File: src/rtl/ultrasonic_pkg.sv
// ultrasonic_pkg
// Shared definitions for the HC-SR04-style ultrasonic trigger/echo block:
// the controller state encoding and default timing constants for a 50 MHz
// clock (20 ns period).
package ultrasonic_pkg;

  typedef enum logic [2:0] {
    TRIG_START = 3'd0,  // first cycle of a new period: raise trigger
    TRIG       = 3'd1,  // trigger held high
    WAIT_RISE  = 3'd2,  // listening for the echo to start
    MEASURE    = 3'd3,  // echo high, counting its width
    HOLDOFF    = 3'd4   // idle until the period elapses and echo is low
  } state_t;

  // 10 us trigger pulse at 50 MHz
  localparam int unsigned DEF_TRIG_CYCLES    = 32'd500;
  // 60 ms from one trigger rising edge to the next
  localparam int unsigned DEF_PERIOD_CYCLES  = 32'd3000000;
  // 38 ms: longest wait for echo rise and longest accepted echo
  localparam int unsigned DEF_TIMEOUT_CYCLES = 32'd1900000;
  // counter width, large enough to hold DEF_PERIOD_CYCLES
  localparam int unsigned DEF_CNT_W          = 32'd22;

endpackage

File: src/rtl/sync_edge.sv
// sync_edge
// Two-flop synchronizer for an asynchronous input plus single-cycle
// rise/fall pulses derived from the synchronized level and its previous
// value.
// Ports:
//   clk  - system clock, rising edge
//   rst  - synchronous reset, active high (clears all flops to 0)
//   din  - asynchronous input pin
//   dout - synchronized level
//   rise - one-cycle pulse: dout went 0 -> 1
//   fall - one-cycle pulse: dout went 1 -> 0
module sync_edge (
  input  logic clk,
  input  logic rst,
  input  logic din,
  output logic dout,
  output logic rise,
  output logic fall
);

  logic meta_r;
  logic sync_r;
  logic prev_r;

  // Synchronizer chain plus one history flop for edge detection
  always_ff @(posedge clk) begin
    if (rst) begin
      meta_r <= 1'b0;
      sync_r <= 1'b0;
      prev_r <= 1'b0;
    end else begin
      meta_r <= din;
      sync_r <= meta_r;
      prev_r <= sync_r;
    end
  end

  assign dout = sync_r;
  assign rise = sync_r & ~prev_r;
  assign fall = ~sync_r & prev_r;

endmodule

File: src/rtl/ultrasonic_trigger.sv
// ultrasonic_trigger
// Emits the periodic trigger pulse for an HC-SR04-style ranger and measures
// the returned echo width in clock cycles.
// Ports:
//   clk         - system clock, rising edge
//   rst         - synchronous reset, active high
//   echo        - asynchronous echo pin from the sensor
//   trigger     - trigger pin to the sensor (registered)
//   echo_cycles - last valid echo width in clk cycles
//   meas_valid  - one-cycle strobe: echo_cycles just updated
//   timeout     - one-cycle strobe: measurement abandoned
//   busy        - high whenever the controller is not in HOLDOFF
module ultrasonic_trigger
  import ultrasonic_pkg::*;
#(
  parameter int unsigned TRIG_CYCLES    = DEF_TRIG_CYCLES,
  parameter int unsigned PERIOD_CYCLES  = DEF_PERIOD_CYCLES,
  parameter int unsigned TIMEOUT_CYCLES = DEF_TIMEOUT_CYCLES,
  parameter int unsigned CNT_W          = DEF_CNT_W
) (
  input  logic             clk,
  input  logic             rst,
  input  logic             echo,
  output logic             trigger,
  output logic [CNT_W-1:0] echo_cycles,
  output logic             meas_valid,
  output logic             timeout,
  output logic             busy
);

  // Counters are compared against "last" values before incrementing, so a
  // counter that has just been compared equal is about to reach the limit.
  localparam logic [CNT_W-1:0] CNT_ONE      = CNT_W'(1);
  localparam logic [CNT_W-1:0] TRIG_LAST    = CNT_W'(TRIG_CYCLES - 1);
  localparam logic [CNT_W-1:0] PERIOD_LAST  = CNT_W'(PERIOD_CYCLES - 1);
  localparam logic [CNT_W-1:0] TIMEOUT_LAST = CNT_W'(TIMEOUT_CYCLES - 1);

  logic echo_s;
  logic echo_rise_s;
  logic echo_fall_s;

  state_t           state_r;
  logic             trigger_r;
  logic [CNT_W-1:0] period_cnt_r;
  logic [CNT_W-1:0] trig_cnt_r;
  logic [CNT_W-1:0] wait_cnt_r;
  logic [CNT_W-1:0] width_cnt_r;
  logic [CNT_W-1:0] echo_cycles_r;
  logic             meas_valid_r;
  logic             timeout_r;
  logic             busy_r;

  sync_edge u_sync_edge (
    .clk  (clk),
    .rst  (rst),
    .din  (echo),
    .dout (echo_s),
    .rise (echo_rise_s),
    .fall (echo_fall_s)
  );

  // Controller: trigger generation, echo timing and period pacing
  always_ff @(posedge clk) begin
    if (rst) begin
      state_r       <= TRIG_START;
      trigger_r     <= 1'b0;
      period_cnt_r  <= '0;
      trig_cnt_r    <= '0;
      wait_cnt_r    <= '0;
      width_cnt_r   <= '0;
      echo_cycles_r <= '0;
      meas_valid_r  <= 1'b0;
      timeout_r     <= 1'b0;
      busy_r        <= 1'b0;
    end else begin
      meas_valid_r <= 1'b0;
      timeout_r    <= 1'b0;

      // Free-running period counter; the trigger-rise branches below
      // override this with a clear.
      if (period_cnt_r != PERIOD_LAST) begin
        period_cnt_r <= period_cnt_r + CNT_ONE;
      end else begin
        period_cnt_r <= period_cnt_r;
      end

      case (state_r)
        TRIG_START: begin
          trigger_r    <= 1'b1;
          period_cnt_r <= '0;
          trig_cnt_r   <= '0;
          busy_r       <= 1'b1;
          state_r      <= TRIG;
        end

        TRIG: begin
          // trig_cnt_r counts cycles already spent high, starting at 0
          if (trig_cnt_r == TRIG_LAST) begin
            trigger_r  <= 1'b0;
            wait_cnt_r <= '0;
            state_r    <= WAIT_RISE;
          end else begin
            trig_cnt_r <= trig_cnt_r + CNT_ONE;
          end
        end

        WAIT_RISE: begin
          // Only a true 0->1 edge starts a measurement; a level that was
          // already high on entry never produces one.
          if (echo_rise_s) begin
            width_cnt_r <= CNT_ONE;
            state_r     <= MEASURE;
          end else if (wait_cnt_r == TIMEOUT_LAST) begin
            timeout_r <= 1'b1;
            busy_r    <= 1'b0;
            state_r   <= HOLDOFF;
          end else begin
            wait_cnt_r <= wait_cnt_r + CNT_ONE;
          end
        end

        MEASURE: begin
          if (echo_fall_s) begin
            echo_cycles_r <= width_cnt_r;
            meas_valid_r  <= 1'b1;
            busy_r        <= 1'b0;
            state_r       <= HOLDOFF;
          end else if (width_cnt_r == TIMEOUT_LAST) begin
            // Echo would reach the limit this cycle: abandon, keep old width
            timeout_r <= 1'b1;
            busy_r    <= 1'b0;
            state_r   <= HOLDOFF;
          end else if (echo_s) begin
            width_cnt_r <= width_cnt_r + CNT_ONE;
          end else begin
            width_cnt_r <= width_cnt_r;
          end
        end

        HOLDOFF: begin
          // A still-high echo stretches the period rather than letting the
          // next ping overlap the tail of the previous one.
          if ((period_cnt_r == PERIOD_LAST) && !echo_s) begin
            trigger_r    <= 1'b1;
            period_cnt_r <= '0;
            trig_cnt_r   <= '0;
            busy_r       <= 1'b1;
            state_r      <= TRIG;
          end else begin
            state_r <= HOLDOFF;
          end
        end

        default: begin
          trigger_r <= 1'b0;
          busy_r    <= 1'b0;
          state_r   <= TRIG_START;
        end
      endcase
    end
  end

  assign trigger     = trigger_r;
  assign echo_cycles = echo_cycles_r;
  assign meas_valid  = meas_valid_r;
  assign timeout     = timeout_r;
  assign busy        = busy_r;

endmodule

File: config.mk
export PLATFORM = sky130hd
export DESIGN_NAME = ultrasonic_trigger
export DESIGN_NICKNAME = d
export VERILOG_FILES = /design/src/rtl/ultrasonic_pkg.sv /design/src/rtl/sync_edge.sv /design/src/rtl/ultrasonic_trigger.sv
export SDC_FILE = /design/constraint.sdc
export NUM_CORES = 1
export LEC_CHECK = 0
export ABC_AREA = 1
export CAP_MARGIN = 20
export CORE_MARGIN = 2
export CORE_UTILIZATION = 50
export DETAILED_ROUTE_END_ITERATION = 16
export HOLD_SLACK_MARGIN = 0.06
export PLACE_DENSITY = 0.74
export SLEW_MARGIN = 15
export SYNTH_ARGS = -nofsm -noshare
export SYNTH_HDL_FRONTEND = slang
export SYNTH_HIERARCHICAL = 1
export SYNTH_SLANG_ARGS = --single-unit
File: constraint.sdc
create_clock -name clk -period 1.8 [get_ports clk]
set_clock_uncertainty 0.2 [all_clocks]
set_input_delay 0.18 -clock clk [delete_from_list [all_inputs] [get_ports clk]]
set_output_delay 0.18 -clock clk [all_outputs]
set_load 0.1 [all_outputs]
; Yosys cells after proc, flatten, opt, wreduce, memory -nomap -nowiden
; Index checks and enable logic that the tools add are counted.
; Widths: inputs -> output; s select.
[op_classes]
eq_ne = 21
mux = 36
n_bitwise = 7
addsub = 4
n_reduce_logical = 15
[ops]
columns = operator, count
row1 = $mux 22, 11
row2 = $pmux 22 s2, 3
row3 = $add 22x1->22 const B, 4
row4 = $pmux 22 s3, 1
row5 = $eq 22x21->1 const B, 2
row6 = $eq 22x22->1 const B, 1
row7 = $eq 22x9->1 const B, 1
row8 = $ne 22x22->1 const B, 1
row9 = $mux 3, 6
row10 = $ne 2x2->1 const B, 9
row11 = $pmux 3 s5, 1
row12 = $mux 1, 11
row13 = $reduce_and 5->1, 2
row14 = $reduce_and 3->1, 3
row15 = $eq 3x2->1 const B, 2
row16 = $ne 3x3->1 const B, 2
row17 = $not 1->1, 5
row18 = $pmux 1 s5, 1
row19 = $pmux 1 s4, 1
row20 = $reduce_and 4->1, 1
row21 = $reduce_bool 2->1, 2
row22 = $reduce_or 2->1, 2
row23 = $eq 3x1->1 const B, 1
row24 = $eq 3x3->1 const B, 1
row25 = 8 further kinds, 9
[totals]
in_bits = 3
word_cells = 96
register_bits = 120
out_inout_bits = 26

; Logic depth before layout (Yosys ltp)
; Gate-level depths: netlist of run 1.
[logic_depth]
word_depth = 5
depth_mapped = 12
depth_no_buf = 12

; Cells and area by module
; Netlist of run 1, hierarchy kept.
[by_module_without_submodules]
columns = module, cells_per_inst, area_per_inst_um2, seq_area_each_um2, instances
row1 = ultrasonic_trigger, 1027, 6616.3, 2342.2, 1
row2 = sync_edge, 12, 93.8, 60.1, 1

; Worst setup path before layout of run 1
; Ideal clock, no wire load.
[synth_path]
path_type = register to register
startpoint = register wait_cnt_r[0]
endpoint = register wait_cnt_r[16]
synth_period_minus_slack_ps = 1960
setup_time_ps = 132
stages_incl_launch_ff = 12
path_slack_ps = -160
required_ps = 1468
t_arrival_ps = 1627
n_path_buf = 1
path_cell_list = dfxtp_1 -> ha_1 -> nand2_1 -> inv_1 -> nand2_1 -> nor2_1 -> nand3_1 -> a21oi_1 -> nor2_2 -> buf_4 -> nand2_1 -> a21oi_1
[synth_between]
elab_chain_cells = 4
elab_cells_between_ends = 7
classes_between = add/sub (1) / eq/ne (2) / mux (3) / reduce/logical (1)
[synth_rtl]
columns = item, line_no
row1 = start: declaration, ultrasonic_trigger.sv:46  ; logic [CNT_W-1:0] wait_cnt_r;
row2 = start signal: assignment, ultrasonic_trigger.sv:118  ; wait_cnt_r <= wait_cnt_r + CNT_ONE;
row3 = $add 22x1->22, ultrasonic_trigger.sv:118
row4 = $mux 22, ultrasonic_trigger.sv:113  ; end else if (wait_cnt_r == TIMEOUT_LAST) begin
row5 = $mux 22, ultrasonic_trigger.sv:110  ; if (echo_rise_s) begin
row6 = $pmux 22 s2, ultrasonic_trigger.sv:87  ; case (state_r)
; Parallel ways exist; a longest one is shown, timed or not. The select of a mux whose other input is x is not followed.
; A chain may end at the register's enable or synchronous reset.

; Worst setup path in the final report of run 1
[layout_path]
startpoint = register trig_cnt_r[0]
endpoint = register wait_cnt_r[2]
[layout_between]
elab_chain_cells = 3
[layout_rtl]
columns = item, line_no
row1 = start: declaration, ultrasonic_trigger.sv:45  ; logic [CNT_W-1:0] trig_cnt_r;
row2 = start signal: assignment, ultrasonic_trigger.sv:103  ; trig_cnt_r <= trig_cnt_r + CNT_ONE;
row3 = $eq 22x9->1, ultrasonic_trigger.sv:98  ; if (trig_cnt_r == TRIG_LAST) begin
row4 = $ne 2x2->1 (no line), n/a
row5 = $reduce_and 4->1 (no line), n/a
; No other way between the ends.

==> impl_results.html, run 1 <==
<table>
<tr><th>Metric</th><th>Value</th></tr>
<tr><th colspan="2">Floorplanning</th></tr>
<tr><td>Initial Utilization</td><td>50.87%</td></tr>
<tr><td>Horizontal extent of the die</td><td>119.8 um</td></tr>
<tr><td>Placeable core region</td><td>0.01319 sq mm</td></tr>
<tr><td>Die footprint</td><td>0.01436 sq mm</td></tr>
<tr><td>Die Y-Extent</td><td>119.8 um</td></tr>
<tr><td>Number of primary I/O pins</td><td>29</td></tr>
<tr><td>Site Rows</td><td>42</td></tr>
<tr><th colspan="2">Route</th></tr>
<tr><td>Total met3 wirelength after detailed routing</td><td>1.892 mm</td></tr>
<tr><td>Total via count after detailed routing</td><td>8273</td></tr>
<tr><td>DR DRC count</td><td>0</td></tr>
<tr><td>Count of TritonRoute iterations in the first routing pass</td><td>7</td></tr>
<tr><td>Routed metal-1 wirelength</td><td>9.706 mm</td></tr>
<tr><td>Iteration-0 DRC count of the detailed router</td><td>960</td></tr>
<tr><td>DRT antenna net count</td><td>0</td></tr>
<tr><td>Final WL</td><td>25.20 mm</td></tr>
<tr><td>Avg Vias per Cell</td><td>5.773</td></tr>
<tr><td>Highest metal layer with signal wires</td><td>met4</td></tr>
<tr><td>Met2 wirelength from detailed routing</td><td>12.26 mm</td></tr>
<tr><td>Routed WL per cell</td><td>17.58 um</td></tr>
<tr><th colspan="2">Final layout</th></tr>
<tr><td>Finished layout cell area</td><td>0.01074 sq mm</td></tr>
<tr><td>Flip-flop and latch area</td><td>0.002451 sq mm</td></tr>
<tr><td>Diodes inserted</td><td>0</td></tr>
<tr><td>Area taken by multi-input logic gates</td><td>0.004653 sq mm</td></tr>
<tr><td>Fraction of final layout cells with drive strength greater than 1</td><td>39.78%</td></tr>
<tr><td>Layout overhead on the synthesized area</td><td>60.06%</td></tr>
<tr><td>Finished Core Util</td><td>81.43%</td></tr>
<tr><td>Number of nets in the layout</td><td>1251</td></tr>
<tr><td>Final-layout fill cell count</td><td>742</td></tr>
<tr><th colspan="2">Synth</th></tr>
<tr><td>Post-synthesis average cell area</td><td>6.458 sq um</td></tr>
<tr><td>Synth Area in Adders</td><td>0.7459%</td></tr>
<tr><td>Cells taking the most area after synthesis</td><td>sky130_fd_sc_hd__dfxtp_1 36%, sky130_fd_sc_hd__nand2_1 16%, sky130_fd_sc_hd__nor2_1 8.6%</td></tr>
<tr><td>Synthesized-area fraction occupied by xor and xnor cells</td><td>4.960%</td></tr>
<tr><td>Netlist Area Pre-Place</td><td>0.006710 sq mm</td></tr>
<tr><td>Nets in the synthesized netlist</td><td>1046</td></tr>
<tr><td>Cell count after synthesis</td><td>1039</td></tr>
<tr><td>Dominant combinational cell family by area after synthesis</td><td>simple AND/OR/NAND/NOR gates</td></tr>
<tr><td>Leading register cell type out of synthesis</td><td>sky130_fd_sc_hd__dfxtp_1</td></tr>
<tr><td>Number of distinct library cell variants in the gate-level netlist after synthesis</td><td>41</td></tr>
<tr><td>Most common cell in the synthesized netlist</td><td>sky130_fd_sc_hd__nand2_1</td></tr>
<tr><td>Yosys synthesis warning count</td><td>6</td></tr>
<tr><td>Area fraction of the dominant cell type after synthesis</td><td>35.80%</td></tr>
<tr><td>Leading area contributor after synthesis</td><td>sky130_fd_sc_hd__dfxtp_1</td></tr>
<tr><td>Number of enable flip-flop cells after synthesis</td><td>0</td></tr>
<tr><td>Share of synthesized area spent on multiplexers</td><td>0%</td></tr>
<tr><td>Synth Area in Compound Gates</td><td>10.67%</td></tr>
<tr><td>Sequential share of the synthesized area</td><td>35.80%</td></tr>
<tr><td>Most instantiated cells after synthesis</td><td>288 x sky130_fd_sc_hd__nand2_1, 153 x sky130_fd_sc_hd__nor2_1, 120 x sky130_fd_sc_hd__dfxtp_1, 107 x sky130_fd_sc_hd__inv_1, 87 x sky130_fd_sc_hd__a21oi_1</td></tr>
<tr><td>Register bit total from synthesis</td><td>120</td></tr>
<tr><td>Ys async rst share</td><td>0%</td></tr>
<tr><td>Area fraction in and, or, nand and nor cells after synthesis</td><td>38.93%</td></tr>
<tr><th colspan="2">STA</th></tr>
<tr><td>Count of final max-slew check failures</td><td>0</td></tr>
<tr><td>Worst slew margin relative to its limit</td><td>74.81%</td></tr>
<tr><td>Final Cycle Share</td><td>113.1%</td></tr>
<tr><td>Final number of setup-violating endpoints</td><td>88</td></tr>
<tr><td>Fin. Hold Viols</td><td>0</td></tr>
<tr><td>Crit path time final</td><td>2.037 ns</td></tr>
<tr><td>Setup ws final</td><td>-0.2367 ns</td></tr>
<tr><td>Transition at the pin with the smallest max-transition slack</td><td>0.3778 ns</td></tr>
<tr><td>Unrepaired setup endpoints after global routing</td><td>true</td></tr>
<tr><td>F_max</td><td>0.4910 GHz</td></tr>
<tr><th colspan="2">CTS</th></tr>
<tr><td>Number of buffers between clock root and the deepest sink</td><td>2</td></tr>
<tr><td>Later-pin clock latency in the skew report</td><td>0.43 ns</td></tr>
<tr><td>Total CTS buffers</td><td>17</td></tr>
<tr><td>Number of sinks driven by the clock tree</td><td>120</td></tr>
<tr><td>CTS tree</td><td>built</td></tr>
<tr><td>H-tree levels</td><td>4</td></tr>
<tr><td>Root buffer cell</td><td>sky130_fd_sc_hd__clkbuf_16</td></tr>
<tr><td>Clock slew at the register clock pins of the worst setup and hold paths</td><td>0.06 ns</td></tr>
<tr><th colspan="2">Global routing</th></tr>
<tr><td>Vias in the first global route</td><td>7305</td></tr>
<tr><td>Residual overflow from global routing</td><td>0</td></tr>
<tr><td>Global-route wire length before repair</td><td>33.90 mm</td></tr>
<tr><td>Maximum number of pins on one net before global-route repair</td><td>65</td></tr>
<tr><td>Total global routing track utilization</td><td>29.11%</td></tr>
<tr><td>Number of antenna violations at the first check in global routing</td><td>0</td></tr>
<tr><th colspan="2">Setup path</th></tr>
<tr><td>Depth of the most critical reg-to-reg path</td><td>10</td></tr>
<tr><td>Worst path buffer plus inverter count</td><td>1</td></tr>
<tr><td>Family with the most delay on the worst path</td><td>simple AND/OR/NAND/NOR gates</td></tr>
<tr><td>Stages on the worst setup path</td><td>10</td></tr>
<tr><td>Critical Path, Cell by Cell</td><td>ha_4, nand3_2, nor2_2, nand3_2, nand2_4, nand2_4, nor2_4, clkbuf_16, nand2_2, a21oi_2</td></tr>
<tr><td>Slowest stage cell on the critical path</td><td>sky130_fd_sc_hd__dfxtp_2</td></tr>
<tr><td>Peak per-stage delay on the critical path</td><td>0.36 ns</td></tr>
<tr><td>Required @ worst endpoint</td><td>1.95 ns</td></tr>
<tr><td>Worst Path Max Fanout</td><td>5</td></tr>
<tr><td>Kind of capture point of the worst setup path</td><td>flop</td></tr>
<tr><td>Arrival time worst endpoint</td><td>2.19 ns</td></tr>
<tr><td>Worst R2R Setup Slack</td><td>-0.24 ns</td></tr>
<tr><td>Startpoint class of the critical path</td><td>flop</td></tr>
<tr><td>Crit path kind</td><td>flop to flop</td></tr>
<tr><th colspan="2">Pwr</th></tr>
<tr><td>Total power of the final layout</td><td>12.58 mW</td></tr>
<tr><td>Total leakage power</td><td>4.326 nW</td></tr>
<tr><td>IR Drop Worst-Case VDD</td><td>0.9551 mV</td></tr>
<tr><td>Pwr per Cell Area</td><td>1172 mW/mm^2</td></tr>
<tr><th colspan="2">Placement</th></tr>
<tr><td>Input/output buffers</td><td>28</td></tr>
<tr><td>HPWL Detailed</td><td>12.96 mm</td></tr>
<tr><td>RePlAce Congestion</td><td>0.9323</td></tr>
<tr><td>Cell area after placement</td><td>0.008531 sq mm</td></tr>
<tr><td>Post-place setup slack</td><td>-0.1617 ns</td></tr>
<tr><th colspan="2">Min path</th></tr>
<tr><td>Class of the most critical hold timing path</td><td>input port to flop</td></tr>
<tr><td>Hold depth</td><td>3</td></tr>
<tr><th colspan="2">Outcome</th></tr>
<tr><td>Status</td><td>finished with violations</td></tr>
<tr><td>Violations in the final reports</td><td>negative setup slack</td></tr>
<tr><th colspan="2">Flow run</th></tr>
<tr><td>Number of max-cap violations</td><td>0</td></tr>
</table>
## routing by layer
layer  vias up  track usage (%)
met5         -                0
met4         0            12.87
met3       158            6.654
met2       499            48.96
met1      3869            35.56
li1       3747                -
## layout make-up
cell class / count / share of cell area (%)
Clock buffer: 19 / 4.217
Clock inverter: 13 / 2.307
Inverter: 111 / 4.124
Multi-Input combinational cell: 777 / 43.32
Sequential cell: 120 / 22.82
Tap cell: 176 / 2.050
Timing Repair Buffer: 217 / 21.16
## registers in the layout (all words and copies together) (netlist names), 3 cells and up
name / cells
width_cnt_r: 22
state_r: 3
wait_cnt_r: 22
period_cnt_r: 22
echo_cycles: 22
trig_cnt_r: 22
## cells by family (layout without fill, tap and decap cells)
family,Yosys count,in the layout
and+or+nand+nor,604,604
buffers and inverters,142,360
AOI/OAI and AO/OA,131,131
DFF,120,120
xor gates and xnor gates,38,38
adders and majority gates,4,4
## report_power, final
group	internal (mW)	switching, mW	leakage (nW)
Clock	2.80	1.30	0.335
Sequential	2.80	0.152	0.986
Combinational	2.47	3.07	3.01
## cell usage in the layout (no fill, tap or decap), drive strengths merged
master           n
buf            210
o21ai           34
nand2          297
or2              3
ha               4
a211oi           1
nor4             2
o21bai           3
nor2           160
and3             3
bufinv           7
xor2            29
a21oi           91
and2             1
nand3b           2
nand3           79
dlygate4sd3      1
nand4           25
inv            109
clkbuf          24
a21o             2
clkdlybuf4s50    1
clkinv           3
clkinvlp         5
dfxtp          120
nor3b            2
xnor2            9
or3              1
nor3            29
## worst register-to-register path, cell delays in order, from the launching register on
cell,delay (ns)
sky130_fd_sc_hd__dfxtp_2,0.36
sky130_fd_sc_hd__ha_4,0.17
sky130_fd_sc_hd__nand3_2,0.08
sky130_fd_sc_hd__nor2_2,0.13
sky130_fd_sc_hd__nand3_2,0.11
sky130_fd_sc_hd__nand2_4,0.13
sky130_fd_sc_hd__nand2_4,0.07
sky130_fd_sc_hd__nor2_4,0.24
sky130_fd_sc_hd__clkbuf_16,0.21
sky130_fd_sc_hd__nand2_2,0.07
sky130_fd_sc_hd__a21oi_2,0.18
## through the flow
| stage | hold WS, ns | TNS [ns] | instances |
|---|---|---|---|
| after floorplan | 0.05118 | 0 | 1039 |
| after global placement | 0.2035 | -1.271 | 1361 |
| after detailed placement | 0.2072 | -2.647 | 1361 |
| after CTS | 0.06595 | -2.152 | 1416 |
| after global routing | 0.1151 | -17.89 | 1433 |
| final | 0.07163 | -10.32 | 1433 |
## timing repair
action | 4_1_cts | 5_1_grt
gates resized for setup | 92 | 206
hold buffers | 1 | 0
endpoints found under the setup margin | 88 | 97
hold endpoints to repair | 31 | 0
cloned | 4 | 7
pin swaps | 34 | 50
buffers inserted | 18 | 13
## path summary, 6_finish.rpt
kind / start / to
min: echo / u_sync_edge/meta_r
min reg2reg: u_sync_edge/meta_r / u_sync_edge/dout
max reg2reg: trig_cnt_r[0] / wait_cnt_r[2]
max: trig_cnt_r[0] / wait_cnt_r[2]
Note: power is estimated with default switching activity, not from simulation.
==> run 2, diff against run 1 <==
- PLACE_DENSITY: 0.74 -> 0.72
- SLEW_MARGIN: 15 -> 20
- clock period: 1.8 -> 2.5 ns (I/O delays scaled with it)
==> impl_results.html, run 2 (same netlist as run 1, synthesis figures left out) <==
<table>
<tr><th>Metric</th><th>Value</th></tr>
<tr><th colspan="2">Floorplanning</th></tr>
<tr><td>Die footprint</td><td>0.01436 sq mm</td></tr>
<tr><td>Site Rows</td><td>42</td></tr>
<tr><td>Placeable core region</td><td>0.01319 sq mm</td></tr>
<tr><td>Die Y-Extent</td><td>119.8 um</td></tr>
<tr><td>Horizontal extent of the die</td><td>119.8 um</td></tr>
<tr><td>Number of primary I/O pins</td><td>29</td></tr>
<tr><td>Initial Utilization</td><td>50.87%</td></tr>
<tr><th colspan="2">Setup path</th></tr>
<tr><td>Crit path kind</td><td>flop to flop</td></tr>
<tr><td>Critical register-to-register path startpoint</td><td>period_cnt_r[1]</td></tr>
<tr><td>Worst Path Max Fanout</td><td>23</td></tr>
<tr><td>Reg2reg end</td><td>period_cnt_r[17]</td></tr>
<tr><td>Startpoint class of the critical path</td><td>flop</td></tr>
<tr><td>Kind of capture point of the worst setup path</td><td>flop</td></tr>
<tr><td>Depth of the most critical reg-to-reg path</td><td>10</td></tr>
<tr><td>Worst R2R Setup Slack</td><td>0.25 ns</td></tr>
<tr><td>Arrival time worst endpoint</td><td>2.34 ns</td></tr>
<tr><td>Required @ worst endpoint</td><td>2.59 ns</td></tr>
<tr><td>Crit. Startpoint</td><td>period_cnt_r[1]</td></tr>
<tr><th colspan="2">CTS</th></tr>
<tr><td>H-tree levels</td><td>4</td></tr>
<tr><td># Post-CTS Setup Buffers</td><td>0</td></tr>
<tr><td>Clock slew at the register clock pins of the worst setup and hold paths</td><td>0.06 ns</td></tr>
<tr><td>Later-pin clock latency in the skew report</td><td>0.42 ns</td></tr>
<tr><td>Total CTS buffers</td><td>17</td></tr>
<tr><td>Number of buffers between clock root and the deepest sink</td><td>2</td></tr>
<tr><td>Root buffer cell</td><td>sky130_fd_sc_hd__clkbuf_16</td></tr>
<tr><td>CTS tree</td><td>built</td></tr>
<tr><td>Number of sinks driven by the clock tree</td><td>120</td></tr>
<tr><th colspan="2">Final layout</th></tr>
<tr><td>Final-layout fill cell count</td><td>1263</td></tr>
<tr><td>Area taken by multi-input logic gates</td><td>0.003711 sq mm</td></tr>
<tr><td>Flip-flop and latch area</td><td>0.002402 sq mm</td></tr>
<tr><td>Finished layout cell area</td><td>0.007721 sq mm</td></tr>
<tr><td>Diodes inserted</td><td>0</td></tr>
<tr><td>Highest-count cells in the layout ignoring fill and taps</td><td>288 x sky130_fd_sc_hd__nand2_1, 153 x sky130_fd_sc_hd__nor2_1, 120 x sky130_fd_sc_hd__dfxtp_1, 107 x sky130_fd_sc_hd__inv_1, 87 x sky130_fd_sc_hd__a21oi_1</td></tr>
<tr><td>Fraction of final layout cells with drive strength greater than 1</td><td>10.51%</td></tr>
<tr><td>Layout overhead on the synthesized area</td><td>15.07%</td></tr>
<tr><td>Most frequent standard cell in the layout excluding fill and tap cells</td><td>sky130_fd_sc_hd__nand2_1</td></tr>
<tr><td>Number of nets in the layout</td><td>1079</td></tr>
<tr><th colspan="2">STA</th></tr>
<tr><td>Count of final max-slew check failures</td><td>0</td></tr>
<tr><td>F_max</td><td>0.4445 GHz</td></tr>
<tr><td>Crit path time final</td><td>2.250 ns</td></tr>
<tr><td>Fin. Hold Viols</td><td>0</td></tr>
<tr><td>Setup ws final</td><td>0.2501 ns</td></tr>
<tr><td>TNS Setup</td><td>0 ns</td></tr>
<tr><td>Final number of setup-violating endpoints</td><td>0</td></tr>
<tr><td>Transition at the pin with the smallest max-transition slack</td><td>0.7286 ns</td></tr>
<tr><td>Unrepaired setup endpoints after global routing</td><td>false</td></tr>
<tr><td>Final Cycle Share</td><td>90.00%</td></tr>
<tr><td>Worst slew margin relative to its limit</td><td>51.42%</td></tr>
<tr><th colspan="2">Route</th></tr>
<tr><td>DRT antenna net count</td><td>0</td></tr>
<tr><td>Count of TritonRoute iterations in the first routing pass</td><td>5</td></tr>
<tr><td>Routed WL per cell</td><td>12.72 um</td></tr>
<tr><td>Avg Vias per Cell</td><td>5.171</td></tr>
<tr><td>DR DRC count</td><td>0</td></tr>
<tr><td>Iteration-0 DRC count of the detailed router</td><td>443</td></tr>
<tr><td>Final WL</td><td>16.04 mm</td></tr>
<tr><td>Total via count after detailed routing</td><td>6521</td></tr>
<tr><th colspan="2">Placement</th></tr>
<tr><td>Cell area after placement</td><td>0.007098 sq mm</td></tr>
<tr><td>Post-place setup slack</td><td>0.2582 ns</td></tr>
<tr><td>RePlAce Congestion</td><td>0.9498</td></tr>
<tr><td>Input/output buffers</td><td>28</td></tr>
<tr><td>HPWL Detailed</td><td>11.23 mm</td></tr>
<tr><th colspan="2">Global routing</th></tr>
<tr><td>Maximum number of pins on one net before global-route repair</td><td>65</td></tr>
<tr><td>Global-route wire length before repair</td><td>27.69 mm</td></tr>
<tr><td>Vias in the first global route</td><td>6083</td></tr>
<tr><td>Total global routing track utilization</td><td>23.57%</td></tr>
<tr><td>Number of antenna violations at the first check in global routing</td><td>0</td></tr>
<tr><td>Residual overflow from global routing</td><td>0</td></tr>
<tr><th colspan="2">Pwr</th></tr>
<tr><td>Total power of the final layout</td><td>6.259 mW</td></tr>
<tr><td>Total leakage power</td><td>2.893 nW</td></tr>
<tr><td>Pwr per Cell Area</td><td>810.6 mW/mm^2</td></tr>
<tr><td>IR Drop Worst-Case VDD</td><td>0.6509 mV</td></tr>
<tr><th colspan="2">Min path</th></tr>
<tr><td>Sink of the worst hold path</td><td>u_sync_edge/meta_r</td></tr>
<tr><td>Worst Min Path Start</td><td>echo</td></tr>
<tr><td>Hold depth</td><td>3</td></tr>
<tr><td>Class of the most critical hold timing path</td><td>input port to flop</td></tr>
<tr><th colspan="2">Outcome</th></tr>
<tr><td>Status</td><td>finished clean</td></tr>
<tr><th colspan="2">Flow run</th></tr>
<tr><td>Number of max-cap violations</td><td>0</td></tr>
</table>
run 2: cell count changes in the layout (fill, tap and decap cells not counted), sizes merged:
cell / previous run / this run
bufinv: 7 / 3
buf: 210 / 43
inv: 109 / 112
clkbuf: 24 / 18
clkinv: 3 / 6
clkinvlp: 5 / 4
run 2: how the worst max path moves through the flow:
stage / endpoint / depth (start not counted)
after floorplan: wait_cnt_r[16] / 11
after global placement: trig_cnt_r[1] / 10
after detailed placement: period_cnt_r[17] / 10
after CTS: period_cnt_r[17] / 10
after global routing: trig_cnt_r[10] / 11
final: period_cnt_r[17] / 10
run 2: where the power goes:
group | leakage, nW | switching [mW] | total [mW] | internal, mW
Clock | 0.289 | 0.922 | 2.52 | 1.60
Sequential | 0.969 | 0.0896 | 2.09 | 2.00
Combinational | 1.64 | 1.18 | 1.65 | 0.463
run 2: what timing repair did:
action,4_1_cts,5_1_grt
hold buffers,1,0
hold endpoints to repair,1,0
gates resized for setup,0,0
run 2: through the flow:
step | instances | hold slack, ns | utilization [%]
floorplan | 1039 | 0.1212 | -
global placement | 1228 | 0.2033 | 53.81
detailed placement | 1228 | 0.1977 | 53.81
CTS | 1261 | 0.1428 | 58.54
global route | 1261 | 0.1603 | 58.54
finish | 1261 | 0.1562 | 58.54
run 2: worst max-delay path, cell delays in order, from the launching register on:
cell                      delay (ns)
sky130_fd_sc_hd__dfxtp_1        0.35
sky130_fd_sc_hd__ha_1           0.17
sky130_fd_sc_hd__inv_1          0.05
sky130_fd_sc_hd__nor2_1         0.16
sky130_fd_sc_hd__nand3_1        0.09
sky130_fd_sc_hd__nor2_1         0.18
sky130_fd_sc_hd__nand3_1        0.09
sky130_fd_sc_hd__nand2_1        0.25
sky130_fd_sc_hd__nand3_2        0.12
sky130_fd_sc_hd__nand2_2        0.35
sky130_fd_sc_hd__nor2_1         0.10
run 2: per-layer routing:
| layer | global-route usage [%] | part of all wire, % |
|---|---|---|
| met5 | 0 | 0 |
| met3 | 5.798 | 5.3 |
| met2 | 37.86 | 45 |
| met4 | 7.279 | 1.5 |
| met1 | 31.30 | 49 |
run 2: final cells by class:
type | instances | share of cell area [%]
Sequential cell | 120 | 31.11
Clock inverter | 14 | 2.252
Tap cell | 176 | 2.852
Timing Repair Buffer | 45 | 4.570
Multi-Input combinational cell | 777 | 48.06
Inverter | 111 | 5.461
Clock buffer | 18 | 5.688
